--- src/rtl/busca_instrucao.sv ---
// Instruction fetch stage: presents the PC index to a synchronous ROM, tags the
// returned word with its address, buffers it in a small FIFO and hands it to
// decode over valid/ready. Because the PC never stalls, this block steers the
// PC through Selecao/IndiceAux to replay dropped fetches and to follow branches.
module busca_instrucao #(
    parameter int unsigned ADDR_WIDTH = 10,
    parameter int unsigned DATA_WIDTH = 32,
    parameter int unsigned DEPTH      = 4
) (
    input  logic                  clock,
    input  logic                  reset_n,
    input  logic [ADDR_WIDTH-1:0] Indice,
    output logic                  Selecao,
    output logic [ADDR_WIDTH-1:0] IndiceAux,
    output logic [ADDR_WIDTH-1:0] mem_addr,
    input  logic [DATA_WIDTH-1:0] mem_data,
    input  logic                  desvio,
    input  logic [ADDR_WIDTH-1:0] desvio_alvo,
    output logic [DATA_WIDTH-1:0] instr,
    output logic [ADDR_WIDTH-1:0] instr_pc,
    output logic                  instr_valid,
    input  logic                  instr_ready
);

    localparam int unsigned PTR_W = $clog2(DEPTH);
    localparam int unsigned CNT_W = PTR_W + 1;

    // Outstanding ROM request: the index whose data arrives this cycle
    logic                  req_v;
    logic [ADDR_WIDTH-1:0] req_pc;

    // FIFO storage and bookkeeping
    logic [DATA_WIDTH-1:0] fifo_data [DEPTH];
    logic [ADDR_WIDTH-1:0] fifo_pc   [DEPTH];
    logic [PTR_W-1:0]      rd_ptr;
    logic [PTR_W-1:0]      wr_ptr;
    logic [CNT_W-1:0]      count;

    logic pop_c;
    logic full_c;
    logic ovf_c;
    logic push_c;

    assign mem_addr = Indice;

    // Head presentation straight from FIFO registers; zeroed when empty
    assign instr_valid = (count != '0);
    assign instr       = instr_valid ? fifo_data[rd_ptr] : '0;
    assign instr_pc    = instr_valid ? fifo_pc[rd_ptr]   : '0;

    // Per-edge decisions: branch flush beats overflow replay beats push
    always_comb begin
        pop_c  = instr_valid && instr_ready;
        full_c = (count == CNT_W'(DEPTH));
        ovf_c  = req_v && full_c && !pop_c && !desvio;
        push_c = req_v && !desvio && !ovf_c;
    end

    // Request capture and PC redirect control
    always_ff @(posedge clock or negedge reset_n) begin
        if (!reset_n) begin
            req_v     <= 1'b0;
            req_pc    <= '0;
            Selecao   <= 1'b0;
            IndiceAux <= '0;
        end else begin
            req_pc <= Indice;
            // Index shown while a redirect is pending or being applied is wrong-path
            req_v  <= !(desvio || ovf_c || Selecao);
            if (desvio) begin
                Selecao   <= 1'b1;
                IndiceAux <= desvio_alvo;
            end else if (ovf_c) begin
                Selecao   <= 1'b1;
                IndiceAux <= req_pc;
            end else begin
                Selecao   <= 1'b0;
            end
        end
    end

    // FIFO pointers and occupancy; a branch empties the queue
    always_ff @(posedge clock or negedge reset_n) begin
        if (!reset_n) begin
            rd_ptr <= '0;
            wr_ptr <= '0;
            count  <= '0;
        end else if (desvio) begin
            rd_ptr <= '0;
            wr_ptr <= '0;
            count  <= '0;
        end else begin
            if (pop_c) begin
                rd_ptr <= rd_ptr + PTR_W'(1);
            end
            if (push_c) begin
                wr_ptr <= wr_ptr + PTR_W'(1);
            end
            count <= count + CNT_W'(push_c) - CNT_W'(pop_c);
        end
    end

    // FIFO payload write; contents are don't-care while unoccupied
    always_ff @(posedge clock) begin
        if (push_c) begin
            fifo_data[wr_ptr] <= mem_data;
            fifo_pc[wr_ptr]   <= req_pc;
        end
    end

endmodule

--- config.mk ---
export PLATFORM = sky130hd
export DESIGN_NAME = busca_instrucao
export DESIGN_NICKNAME = d
export VERILOG_FILES = /design/src/rtl/busca_instrucao.sv
export SDC_FILE = /design/constraint.sdc
export NUM_CORES = 1
export LEC_CHECK = 0
export ABC_AREA = 1
export CAP_MARGIN = 10
export CORE_UTILIZATION = 45
export DETAILED_ROUTE_END_ITERATION = 7
export GPL_TIMING_DRIVEN = 0
export PLACE_DENSITY = 0.68
export SYNTH_ARGS = -nofsm -noshare
export SYNTH_HDL_FRONTEND = slang
export SYNTH_SLANG_ARGS = --single-unit
--- constraint.sdc ---
create_clock -name clock -period 3.98 [get_ports clock]
set_input_delay 0.597 -clock clock [delete_from_list [all_inputs] [get_ports clock]]
set_output_delay 0.597 -clock clock [all_outputs]
set_load 0.02 [all_outputs]
[After elaboration in Yosys (flattened, before gate mapping)]
Memories as Yosys holds them, arrays and structs flattened.
Cells that the tools add are included.
Operators by class
  eq/ne operators: 1
  add/subtract/negate cells: 4
  muxes and demuxes: 13
  reduce and logical (&&, ||, !) cells: 16
Operator list (number)
  $mux W32: 1
  $mux W10: 3
  $mux W2: 4
  $logic_and A1 B1 Y1: 6
  $reduce_bool A2 Y1: 3
  $add A2 B1 Y2 const B: 2
  $logic_not A1 Y1: 4
  $mux W1: 4
  $add A3 B1 Y3: 1
  $eq A3 B3 Y1 const B: 1
  $mux W3: 1
  $reduce_bool A3 Y1: 1
  $sub A3 B1 Y3: 1
  $logic_or A1 B1 Y1: 2
Storage, ports and cells
  output and inout port bits: 64
  memory bits (writable): 168
  bits in registers: 29
  memories kept: 2
  bits of input ports: 56
  word-level logic and storage cells: 43
Memory list
  fifo_data: depth 4, width 32, rd ports 1, clocked after memory_dff 0, wr ports 1, RTL line 33  | logic [DATA_WIDTH-1:0] fifo_data [DEPTH];
  fifo_pc: depth 4, width 10, rd ports 1, clocked after memory_dff 0, wr ports 1, RTL line 34  | logic [ADDR_WIDTH-1:0] fifo_pc [DEPTH];

[Depth between registers and ports, before layout]
  word-level depth: 10
  gate-level depth with buffers: 11

[Least setup slack after synthesis]
Ideal clock, no wire load.
  kind: in2reg
  from: in desvio
  to: mem fifo_data[0][0] (enable)
  setup time: 0.442 ns
  arrival time: 2.817 ns
  path buffers: 1
  slack: 0.721 ns
  stages: 4
  cell sequence: inv_1 > buf_2 > nand3_1 > nor2_1
Between the ends
  word-level cells in the longest chain between the ends: 6
  elaborated cells on any way between the ends: 7
  classes of those cells: mux: 2; reduce/logical: 5
Ends and longest elaborated chain
  start, declared: RTL line 17  | input logic desvio,
  $logic_not A1 Y1 *: RTL line 55, 56
  $logic_and A1 B1 Y1: RTL line 55  | ovf_c = req_v && full_c && !pop_c && !desvio;
  $logic_not A1 Y1: RTL line 56  | push_c = req_v && !desvio && !ovf_c;
  $logic_and A1 B1 Y1 *: RTL line 56
  $mux W1 *: RTL line 105  | if (push_c) begin
  $mux W1 (implied by the code) *: RTL line 106  | fifo_data[wr_ptr] <= mem_data;
  end, declared: RTL line 33
Mark *: on every way between the ends. The rest lies on a longest branch, timed or not.

[Worst setup path in the final report]
  from: reg rd_ptr[0]
  to: out instr_pc[6]
Between the ends
  word-level cells in the longest chain between the ends: 2
Ends and longest elaborated chain
  start, declared: RTL line 35  | logic [PTR_W-1:0] rd_ptr;
  start signal, assigned: RTL line 94  | rd_ptr <= rd_ptr + PTR_W'(1);
  $mem_v2 Z4 W10
  $mux W10: RTL line 49  | assign instr_pc = instr_valid ? fifo_pc[rd_ptr] : '0;
  end, declared: RTL line 20  | output logic [ADDR_WIDTH-1:0] instr_pc,
Every way passes these cells.

==> load_flow_metrics.sql <==
INSERT INTO impl_metrics (metric_group, metric, value, unit) VALUES
('status', 'status', 'complete, no violations', ''),
('layout', 'post-route-cell-area', '10100', 'um2'),
('clock_network', 'clock-root-buffer', 'clkbuf_16', ''),
('route', 'wl_per_cell', '17.4', 'um'),
('clock_network', 'hold_buffers', '0', ''),
('setup_path', 'timing.critical_path.to_type', 'primary output', ''),
('place', 'placedInstanceArea', '9500', 'um2'),
('yosys', 'mean_instance_size_in_the_synthesized_netlist', '12.1', 'um2'),
('route', 'drt_iter0_drc', '431', ''),
('sta', 'final_count_of_hold_timing_violations', '0', ''),
('power_and_ir_drop', 'vdd_ir_drop_max', '459', 'uV'),
('global_route', 'globalRouteMet2Util', '35.0', '%'),
('setup_path', 'reg2regPathDepth', '10', ''),
('yosys', 'synth_top_area_share', '64.0', '%'),
('route', 'firstDrtPassIters', '5', ''),
('sta', 'max_slew_headroom_at_the_worst_pin', '37.4', '%'),
('yosys', 'synth_sequential_area_ratio', '73.2', '%'),
('setup_path', 'worst_setup_path_startpoint', 'rd_ptr[0]', ''),
('route', 'detail_route.wirelength', '18.0', 'mm'),
('die', 'chipWidth', '134', 'um'),
('clock_network', 'cts_resized', '0', ''),
('route', 'drc_errors', '0', ''),
('setup_path', 'criticalPathCategory', 'flop to primary output', ''),
('setup_path', 'crit_path_start_kind', 'flop', ''),
('die', 'dieHeight', '134', 'um'),
('sta', 'final.hold.worst_slack', '0.459', 'ns'),
('yosys', 'post_synth_instance_area', '7880', 'um2'),
('layout', 'syn_to_final_growth', '27.6', '%'),
('setup_path', 'cp.arrival', '2.57', 'ns'),
('global_route', 'overflow', '0', ''),
('clock_network', 'worst_skew_pair.late_latency', '0.43', 'ns'),
('clock_network', 'numClockSinks', '197', ''),
('place', 'placed_cells', '1001', ''),
('sta', 'timing.final.crit_share', '79.6', '%'),
('global_route', 'first_global_vias', '5217', ''),
('layout', 'fillerInstances', '1361', ''),
('sta', 'worst_pin_slew', '0.938', 'ns'),
('setup_path', 'worst-r2r-setup-slack', '1.48', 'ns'),
('run', 'cap_violations', '0', ''),
('global_route', 'largest_net_degree_at_the_start_of_global_routing', '29', ''),
('yosys', 'number_of_flip_flops_and_latches_in_the_synthesized_netlist', '197', ''),
('setup_path', 'critPathRequiredTime', '3.38', 'ns'),
('layout', 'finish.utilization', '58.6', '%'),
('die', 'core_area', '17200', 'um2'),
('die', 'floorplan.initialDensity', '45.9', '%'),
('global_route', 'globalRouteMet1Util', '26.9', '%'),
('layout', 'num_antenna_cells', '0', ''),
('sta', 'maxSlewViolCount', '0', ''),
('setup_path', 'timing.rr.start', 'count[1]', ''),
('layout', 'finish.cell_count_without_fillers', '1032', ''),
('setup_path', 'critical-path-slowest-cell', 'clkdlybuf4s50_1', ''),
('min_path', 'worst_hold_path_stage_count', '1', ''),
('sta', 'rsz_0062_raised_after_global_routing', 'no', ''),
('clock_network', 'post-cts-setup-buffer-count', '0', ''),
('setup_path', 'crit_chain', 'buf_4 -> inv_4 -> clkbuf_1 -> o21ai_0 -> a21oi_1 -> clkdlybuf4s50_1', ''),
('yosys', 'ys_types', '23', ''),
('place', 'post-dp-hpwl', '11.4', 'mm'),
('global_route', 'gr-max-usage-layer', 'met2', ''),
('clock_network', 'cts-root-to-sink-buffers', '2', ''),
('clock_network', 'cts-buffers-inserted', '17', ''),
('sta', 'final.min_clock_period', '3.17', 'ns'),
('sta', 'fin_worst_skew', '0.0118', 'ns'),
('yosys', 'post_synth_main_area_contributors', 'edfxtp_1, dfrtp_1, nor2_1', ''),
('route', 'post_drt_via_cell_ratio', '5.16', ''),
('global_route', 'first_pass_grt_wire_length', '28.0', 'mm'),
('global_route', 'globalRouteTotalUtil', '20.9', '%'),
('route', 'route.vias.total', '5320', ''),
('global_route', 'antenna_found_initial', '0', ''),
('power_and_ir_drop', 'power.density', '638', 'nW/um2'),
('die', 'ios', '120', ''),
('place', 'finalWeightedCongestion', '0.780', '');
[cell usage after synthesis]
cell type  count
nor2_1       177
edfxtp_1     168
nand2_1       55
o21ai_0       48
a21oi_1       43
o21ai_1       39
dfrtp_1       29
buf_2         17
nand3_1       15
inv_1         14
buf_4         12
clkbuf_1       8
buf_6          7
ha_1           6
clkbuf_2       4
nand4_1        3
and3_1         1
fa_1           1
inv_2          1
inv_4          1
nor2_4         1
nor3_1         1
xor2_1         1
[power breakdown]
part	leakage (nW)	switching (mW)	total [mW]	internal (mW)
logic	1.53	1.47	2.45	0.982
clock network	0.260	0.742	1.61	0.865
registers	1.88	0.0452	2.36	2.32
[sequential cells by signal, indices dropped and copies added (netlist names)]
name / cells
Selecao: 1
rd_ptr: 2
count: 3
IndiceAux: 10
req_pc: 10
fifo_data: 128
wr_ptr: 2
fifo_pc: 40
req_v: 1
[area by class of cell]
cell class                      instances  area, um2  area share (%)
Sequential cell                       197       5770            57.4
Clock buffer                           17        425            4.23
Tap cell                              225        282            2.80
Clock inverter                         14        128            1.27
Buffer                                 48        304            3.02
Multi-Input combinational cell        391       1770            17.6
Inverter                               16       62.6           0.622
Timing Repair Buffer                  124       1310            13.1
[layer usage]
| metal | wire length (um) | vias up |
|---|---|---|
| li1 | - | 2543 |
| met1 | 7710 | 2576 |
| met2 | 8890 | 185 |
| met3 | 1180 | 16 |
| met4 | 196 | 0 |
| met5 | 0 | - |
[logic make-up (layout without fill, tap and decap cells)]
family,Yosys count,in the layout,share of synthesized area (%)
simple gates,253,253,12.5
compound gates,130,130,8.26
buf+inv,64,219,4.65
flops,197,197,73.2
fa+ha+maj,7,7,1.21
xor+xnor,1,1,0.111
[placed cells by master (no fill, tap or decap), drive strengths merged]
cell type	synthesis	routed
nor2	178	178
clkinvlp	0	4
nand2	55	55
nand4	3	3
clkdlybuf4s50	0	119
clkbuf	12	29
inv	16	21
dfrtp	29	29
o21ai	87	87
a21oi	43	43
buf	36	41
xor2	1	1
ha	6	6
fa	1	1
clkinv	0	4
edfxtp	168	168
nor3	1	1
and3	1	1
nand3	15	15
bufinv	0	1
[stage by stage]
stage | TNS (ns) | worst slack (ns)
final | 0 | 0.811
after global routing | 0 | 0.619
after CTS | 0 | 0.762
after detailed placement | 0 | 0.716
after global placement | -228.65 | -1.42
after floorplan | 0 | 0.721
[critical path: cells and delay by family (launching register included)]
family	cells	cell delay, ns
flops	1	0.36
compound gates	2	0.45
buf+inv	4	1.34
[worst paths after layout]
check                              end
max                        instr_pc[6]
min                              req_v
max reg2reg                   count[2]
min reg2reg                      req_v
max in group asynchronous    req_pc[1]
min in group asynchronous    wr_ptr[0]
Power figures use the tool's default switching activity.
